## config.mk

```make
export PLATFORM = sky130hd
export DESIGN_NAME = inverter
export DESIGN_NICKNAME = d
export VERILOG_FILES = /design/src/rtl/inverter_pkg.sv /design/src/rtl/switch_debounce.sv /design/src/rtl/inverter.sv
export SDC_FILE = /design/constraint.sdc
export NUM_CORES = 1
export LEC_CHECK = 0
export ABC_AREA = 1
export BUFFER_PORTS_ARGS = -buffer_cell sky130_fd_sc_hd__buf_2
export CORE_ASPECT_RATIO = 0.6
export CORE_UTILIZATION = 51
export CTS_CLUSTER_SIZE = 8
export DETAILED_ROUTE_END_ITERATION = 10
export PLACE_DENSITY = 0.72
export RECOVER_POWER = 100
export SLEW_MARGIN = 10
export SYNTH_ARGS = -nofsm -noshare
export SYNTH_HDL_FRONTEND = slang
export SYNTH_SLANG_ARGS = --single-unit
export TNS_END_PERCENT = 100
```

## constraint.sdc

```tcl
create_clock -name clk -period 1.3 [get_ports clk]
set_input_delay 0.26 -clock clk [delete_from_list [all_inputs] [get_ports clk]]
set_output_delay 0.26 -clock clk [all_outputs]
set_load 0.05 [all_outputs]
```

## src/rtl/inverter_pkg.sv

```systemverilog
// Shared display constants for the switch-inverter board demo.
// Segment patterns are active-low {g,f,e,d,c,b,a}. Anode patterns are active-low.
package inverter_pkg;

   localparam logic [6:0] SEG_ZERO  = 7'b1000000;
   localparam logic [6:0] SEG_ONE   = 7'b1111001;
   localparam logic [6:0] SEG_BLANK = 7'h7F;
   localparam logic [3:0] AN_DIGIT0 = 4'b1110;
   localparam logic [3:0] AN_OFF    = 4'hF;

   // Width of the debounce counter. It covers DEBOUNCE_CYCLES up to 2^16-1.
   localparam int unsigned CNT_W = 16;

   function automatic logic [6:0] seg_bit(input logic b);
      return b ? SEG_ONE : SEG_ZERO;
   endfunction

endpackage

```

## src/rtl/switch_debounce.sv

```systemverilog
// Two-flop synchroniser followed by a saturating debounce counter.
// dout only follows din after the synchronised level has held for DEBOUNCE_CYCLES cycles.
module switch_debounce
   import inverter_pkg::*;
#(
   parameter int unsigned DEBOUNCE_CYCLES = 4
) (
   input  logic clk,
   input  logic rst,
   input  logic din,
   output logic dout
);

   localparam logic [CNT_W-1:0] CNT_LAST = CNT_W'(DEBOUNCE_CYCLES - 1);

   logic [1:0]       sync_pipe;
   logic [CNT_W-1:0] cnt;
   logic             stable;

   always_ff @(posedge clk) begin
      if (rst) begin
         sync_pipe <= '0;
         cnt       <= '0;
         stable    <= 1'b0;
      end else begin
         sync_pipe <= {sync_pipe[0], din};
         if (sync_pipe[1] == stable) begin
            cnt <= '0;
         end else if (cnt == CNT_LAST) begin
            // This is the DEBOUNCE_CYCLES-th consecutive differing cycle.
            stable <= sync_pipe[1];
            cnt    <= '0;
         end else if (cnt != '1) begin
            cnt <= cnt + 1'b1;
         end
      end
   end

   assign dout = stable;

endmodule

```

## src/rtl/inverter.sv

```systemverilog
// Board demo top: debounced sw0 is inverted and shown as '0' or '1' on the rightmost
// digit of a common-anode 7-segment display. All outputs are registered.
module inverter
   import inverter_pkg::*;
#(
   parameter int unsigned DEBOUNCE_CYCLES = 4
) (
   input  logic       clk,
   input  logic       rst,
   input  logic       sw0,
   output logic [6:0] seg,
   output logic [3:0] an
);

   logic stable;
   logic inv;

   switch_debounce #(
      .DEBOUNCE_CYCLES(DEBOUNCE_CYCLES)
   ) u_debounce (
      .clk (clk),
      .rst (rst),
      .din (sw0),
      .dout(stable)
   );

   assign inv = ~stable;

   always_ff @(posedge clk) begin
      if (rst) begin
         seg <= SEG_BLANK;
         an  <= AN_OFF;
      end else begin
         seg <= seg_bit(inv);
         an  <= AN_DIGIT0;
      end
   end

endmodule

```

### Yosys cells after proc, flatten, opt, wreduce, memory -nomap -nowiden

Index checks and enable logic that the tools add are counted.

* bits in registers: 30
* bits of input ports: 3
* output and inout port bits: 11
* word-level logic and storage cells: 14

* $add $sub $neg: 1
* eq/ne operators: 3
* multiplexer cells: 2
* bitwise gates (word level): 1
* reductions and logical operators: 2

Operator list (number)
* adder 16 x 1 -> 16 bit, second input constant: 1
* equality test 16 x 2 -> 1 bit, second input constant: 1
* != test 16 bit, second input constant: 1
* two-way mux 6 bit: 1
* OR reduction 3 bit: 1
* AND reduction 2 bit: 1
* equality test 1 bit: 1
* two-way mux 1 bit: 1
* NOT 1 bit: 1

### Logic depth before layout (Yosys ltp)

Gate-level depths: netlist (run 1).

* word-level depth: 3
* mapped depth: 9
* mapped depth without buffers: 9

### Hierarchy

Synthesis (run 1) repeated with hierarchy kept, for this count alone.

* cells, all modules: 177
* area, all modules: 1236.2 µm²

By module, submodules not included
* switch_debounce: instances 1, cells an instance 163, area each 1104.8 µm², sequential area each 380.4 µm²
* inverter: instances 1, cells an instance 14, area each 131.4 µm², sequential area each 60.1 µm²

### Worst setup path after synthesis (run 1)

No wires, ideal clock.

* path type: register to register
* start point: reg u_debounce.cnt[0]
* end point: reg u_debounce.cnt[1]
* arrival time: 1158 ps
* required time: 1180 ps
* setup slack: 23 ps
* cell stages (with the launch flop): 9
* period minus slack after synthesis: 1277 ps
* path through: dfxtp_1 > ha_1 > nand3_2 > inv_2 > nand2_4 > nor2_8 > inv_6 > nand2_1 > a21oi_1

* longest elaborated chain between the ends: 2
* elaborated cells on any way between the ends: 4

Ends and longest elaborated chain
* start, declared: line switch_debounce.sv:17 `logic [CNT_W-1:0] cnt;`
* start signal, assigned: line switch_debounce.sv:34 `cnt <= cnt + 1'b1;`
* parallel branches: the longest is 2 deep, another holds adder 16 x 1 -> 16 bit

Parallel ways; which one is timed is not known.
A chain may end at the register's enable or synchronous reset.

### Worst setup path in the final report (run 1)

Ends and elaborated chain as after synthesis.

==> flow_summary.yaml, run 1 <==
sta:
  fin_crit_ps: 1330
  rsz0062_at_grt: "yes"
  layout_setup_ws_ps: -33.0
  setup_viol: 8
  hold_viol: 0
  skew_ps: 6.34
  slew_viol_final: 0
  tns_ps: -126
  fmax_mhz: 750
  finalCritPeriodShare: 1.03
logic_synthesis:
  ys_types: 23
  syn_avg_cell_area_um2: 6.71
  syn_inst: 177
  synth_seq_cells: 22
  yosysWarnings: 0
  synth_area_mm2: 0.00119
  synth_seq_area_share: 0.371
setup_path:
  end_kind: "register"
  worstPathMaxFanout: 6
  critPathLaunch: "u_debounce.cnt[0]"
  critPathArrivalTime_ps: 1490
  crit_type: "reg2reg"
  cp.required_ps: 1460
  r2r_start: "u_debounce.cnt[0]"
  start_kind: "register"
routing:
  dr.first_iter.drc_count: 147
  antenna_left: 0
  wire_per_inst_um: 13.0
  via_per_inst: 5.19
  num_vias: 1177
  routed_wl_mm: 2.96
  firstDrtPassIters: 5
  drcViolationCount: 0
cts:
  clkLatencyLatePin_ps: 270
  clock_path_buffers: 2
  cts_tree: "built"
  clock-sinks: 22
  cts_buffers: 3
  cts_hold_buf: 0
  cts_root_buf: "clkbuf_8"
  cts_max_level: 1
  clkTransAtPathRegs_ps: 80
floorplanning:
  row_count: 13
  fp.dieH_um: 39.4
  initial_core_util: 0.545
  chipWidth_um: 64.3
  core_mm2: 0.00218
  num_io_pins: 14
  dieArea_mm2: 0.00253
run:
  maxCapViolCount: 0
final_layout:
  final_util: 0.673
  nNetsFinal: 202
  syn2layout_area_growth_pct: 23.5
  drive_above_1_share: 0.269
  num_antenna_cells: 0
  finalNonFillerCells: 227
  num-fill-cells: 191
  postLayoutCellArea_mm2: 0.00147
run_status:
  violations: "negative setup slack"
  status: "finished with violations"
global_routing:
  track_usage: 0.246
  grt_pass1_wl_mm: 4.44
  grt_max_degree: 13
  grt-ovfl-total: 0
  grt_pass1_vias: 922
  antenna_found_initial: 0
power_and_ir_drop:
  p_seq_frac: 0.543
  internal_power_w: 0.000960
  powerDensity_mw_per_mm2: 856
  power_leakage_nw: 0.679
  switchingPower_w: 0.000296
  irDropWorstVdd_mv: 0.463
  pwr-share-comb: 0.055
  pwr-share-clk: 0.402
  swShare: 0.236
hold_path:
  hold_start: "sw0"
  min_path_type: "in2reg"
place:
  dpl.hpwl_mm: 2.14
  dp_slack_ps: -76.5
  placed_cell_area_mm2: 0.00128
  portBuffers: 9
  gp_congestion: 0.916
  dp_cells: 218
area by class of cell:
cell class              count  area [µm²]  area share
clock buffers               4        55.1      0.0375
inverters                  29         116      0.0794
multi-input cells         120         647       0.441
flip-flops and latches     22         452       0.308
well taps                  30        37.5      0.0256
repair buffers             21         154       0.105
repair inverters            1        5.00     0.00341
cells by family (layout without fill, tap and decap cells):
logic type | count (synthesis) | count (layout) | synth area share
AO/OA/AOI/OAI | 10 | 10 | 0.0422
XOR/XNOR | 6 | 6 | 0.0443
adder cells (fa/ha/maj) | 1 | 1 | 0.0105
buffers and inverters | 38 | 55 | 0.151
flip-flops | 22 | 22 | 0.371
other | 1 | 4 | 0.00316
AND/OR/NAND/NOR | 99 | 99 | 0.378
timing repair:
| item | CTS | global route |
|---|---|---|
| resized for setup | 8 | 21 |
| gates cloned | 0 | 1 |
| setup buffers | 0 | 4 |
| pin swaps | 2 | 6 |
| endpoints found under the setup margin | 12 | 16 |
| endpoints found under the hold margin | 0 | 0 |
flip-flops by register name, summed over array words and instances, names as in the netlist:
| name | cells |
|---|---|
| seg | 2 |
| an | 1 |
| u_debounce.sync_pipe | 2 |
| u_debounce.dout | 1 |
| u_debounce.cnt | 16 |
stage by stage:
step / total power [W] / hold WS, ps
2_1_floorplan: 0.000764 / 288
3_3_place_gp: 0.000766 / 407
3_5_place_dp: 0.000766 / 407
4_1_cts: 0.00126 / 171
5_1_grt: 0.00130 / 212
6_report: 0.00126 / 193
path summary, 6_finish.rpt:
check / end / slack, ps / cells after the start
setup reg to reg: u_debounce.cnt[1] / -30 / 8
setup / recovery: u_debounce.cnt[1] / -30 / 8
hold / removal: u_debounce.sync_pipe[0] / 190 / 3
hold reg to reg: u_debounce.sync_pipe[1] / 420 / 2
critical path: stages, from the launching register on:
cell and delay (ps):
dfxtp_2 360, ha_4 160, nand3_4 80, inv_2 70, nand2_4 90, nor2_8 180, clkinv_2 130, nand2_1 80
a21oi_1 70
cells in the mapped netlist, drive strengths merged:
cell | n | area [µm²]
conb | 1 | 3.75
a21oi | 6 | 30.0
nor3 | 1 | 5.00
dfxtp | 22 | 440
xor2 | 2 | 17.5
buf | 9 | 65.1
ha | 1 | 12.5
nand4 | 4 | 25.0
nor2 | 36 | 161
xnor2 | 4 | 35.0
o21ai | 4 | 20.0
nand2 | 42 | 168
nand3 | 16 | 90.1
inv | 29 | 114
power groups by stage:
stage                     clock network [W]  logic (W)  registers, W
after CTS                          0.000507  0.0000679      0.000683
after global placement                    0  0.0000670      0.000699
after global routing               0.000541  0.0000730      0.000683
final                              0.000505  0.0000686      0.000682
after detailed placement                  0  0.0000673      0.000699
after floorplan                           0  0.0000526      0.000711
per-layer routing:
layer	wire, µm	vias to the layer above	global-route usage	part of all wire
li1	-	575	-	-
met2	1240	67	0.363	0.42
met3	319	13	0.102	0.11
met4	48	0	0.0611	0.016
met5	0	-	0	0
met1	1350	522	0.330	0.46
cell usage in the layout (no fill, tap or decap), drive strengths merged, types with 6 or more instances in the layout:
| cell type | count |
|---|---|
| a21oi | 6 |
| buf | 12 |
| clkbuf | 13 |
| dfxtp | 22 |
| inv | 29 |
| nand2 | 42 |
| nand3 | 16 |
| nor2 | 36 |
Power figures use the tool's default switching activity.
==> run 2: changes to the inputs <==
Settings changed: SYNTH_HIERARCHICAL set to 1.
==> flow_summary.yaml, run 2 <==
run_status:
  status: "finished with violations"
  violations: "negative setup slack"
logic_synthesis:
  synth_edf_count: 0
  synth_area_mm2: 0.00124
  yosys.area_share.adder: 0.0101
  yosysTopAreaCellShare: 0.356
  synth-simple-area-share: 0.401
  synthMuxAreaShare: 0
  synth_top_family_by_area: "simple AND/OR/NAND/NOR gates"
  synth_compound_area_frac: 0.0597
  synth_xor_area_frac: 0.0425
  yosysTopAreaCell: "dfxtp_1"
  syn_inst: 177
  ys_types: 24
  synthTopCellsByArea: "dfxtp_1, nand2_1, nor2_1"
  yosysWarnings: 6
  synthArstFlopShare: 0
  synthTopCellsByCount: "nand2_1, nor2_1, inv_1"
  syn_avg_cell_area_um2: 6.98
  synth_seq_cells: 22
  synth_top_flop_cell: "dfxtp_1"
  synth_seq_area_share: 0.356
floorplanning:
  row_count: 13
  num_io_pins: 14
  fp.dieH_um: 40.1
  initial_core_util: 0.555
  chipWidth_um: 65.6
  core_mm2: 0.00223
  dieArea_mm2: 0.00263
setup_path:
  path_cells: "ha_4, inv_4, nor2_4, nand3_2, nor2_4, nand2_4, nand3_4, nor2_1"
  cp.required_ps: 1460
  path_buf_inv: 1
  critPathArrivalTime_ps: 1500
  worstPathMaxFanout: 5
  crit_slowest_cell: "dfxtp_4"
  end_kind: "register"
  cp_common_cell: "nor2_4"
  cp_top_family: "simple AND/OR/NAND/NOR gates"
  start_kind: "register"
  crit_type: "reg2reg"
  critPathMaxStageDelay_ps: 370
final_layout:
  final_util: 0.704
  final_common_cell: "nand2_1"
  num_antenna_cells: 0
  largest_register_ffs: 16
  reg_top3: "u_debounce/cnt (16), seg (2), u_debounce/sync_pipe (2)"
  num-fill-cells: 175
  top_register: "u_debounce/cnt"
  mostFrequentLayoutCells: "nand2_1, nor2_1, inv_1"
  syn2layout_area_growth_pct: 26.8
  nNetsFinal: 202
  drive_above_1_share: 0.371
cts:
  cts_root_buf: "clkbuf_8"
  cts_buffers: 3
  cts_tree: "built"
  clkTransAtPathRegs_ps: 80
  clkLatencyLatePin_ps: 270
  clock_path_buffers: 2
  clock-sinks: 22
  cts_max_level: 1
sta:
  fin_crit_ps: 1340
  fmax_mhz: 746
  finalCritPeriodShare: 1.03
  hold_viol: 0
  slew_viol_final: 0
  tns_ps: -174
  setup_viol: 9
  layout_setup_ws_ps: -40.0
  rsz0062_at_grt: "yes"
  skew_ps: 2.04
global_routing:
  grt_pass1_wl_mm: 4.57
  grt-ovfl-total: 0
  track_usage: 0.253
  grt_max_degree: 13
  antenna_found_initial: 0
  grt_pass1_vias: 990
hold_path:
  min_path_type: "in2reg"
routing:
  num_vias: 1211
  routed_wl_mm: 3.23
  dr.first_iter.drc_count: 75
  drcViolationCount: 0
  antenna_left: 0
  firstDrtPassIters: 4
  wire_per_inst_um: 14.2
  via_per_inst: 5.33
power_and_ir_drop:
  power_w: 0.00126
  irDropWorstVdd_mv: 0.595
  powerDensity_mw_per_mm2: 805
  power_leakage_nw: 0.650
place:
  dpl.hpwl_mm: 2.16
  portBuffers: 9
  gp_congestion: 0.865
run:
  maxCapViolCount: 0
[run 2: cells by family after synthesis]
logic type	Yosys count
AO/OA/AOI/OAI	12
adder cells (fa/ha/maj)	1
AND/OR/NAND/NOR	101
XOR/XNOR	6
buffers and inverters	34
flip-flops	22
other	1
[run 2: path summary, 6_finish.rpt]
| check | to | from | depth (start not counted) | slack (ps) |
|---|---|---|---|---|
| worst max-delay path | u_debounce/cnt[8] | u_debounce/cnt[0] | 8 | -40 |
| worst min-delay path | u_debounce/sync_pipe[0] | sw0 | 3 | 200 |
| worst max register to register | u_debounce/cnt[8] | u_debounce/cnt[0] | 8 | -40 |
| worst min register to register | u_debounce/sync_pipe[1] | u_debounce/sync_pipe[0] | 2 | 440 |
[run 2: layout make-up]
class,count,area (µm²),area share
flip-flops and latches,22,460,0.294
repair buffers,20,126,0.0806
well taps,30,37.5,0.0239
clock buffers,4,55.1,0.0351
inverters,26,103,0.0654
multi-input cells,125,786,0.501
[run 2: power breakdown]
group	leakage, nW	internal (W)	switching [W]
logic	0.436	0.0000140	0.0000606
registers	0.185	0.000676	0.00000369
clock network	0.0288	0.000271	0.000237
total	0.650	0.000961	0.000301
[run 2: through the flow]
stage | area, µm² | instances | setup WS [ps] | hold WS (ps)
floorplan | 1270 | 180 | 8.81 | 288
finish | 1570 | 227 | -40.0 | 195
detailed placement | 1340 | 217 | -137 | 412
CTS | 1460 | 224 | 2.78 | 169
global route | 1570 | 227 | -79.9 | 211
global placement | 1340 | 217 | -35.1 | 392
[run 2: timing repair]
action | 4_1_cts | 5_1_grt
endpoints found under the setup margin | 17 | 17
hold buffers | 0 | 0
gates cloned | 1 | 0
resized for setup | 14 | 28
pin swaps | 7 | 17
buffers inserted | 2 | 3
[run 2: worst min-delay path: stages]
cell and delay (ps):
buf_2 90, inv_1 40, nor2_1 40
[run 2: per-layer routing]
metal | global-route usage | routed length [µm] | up-vias
li1 | - | - | 580
met1 | 0.321 | 1400 | 541
met2 | 0.415 | 1410 | 69
met3 | 0.0824 | 296 | 21
met4 | 0.0870 | 124 | 0
met5 | 0 | 0 | -
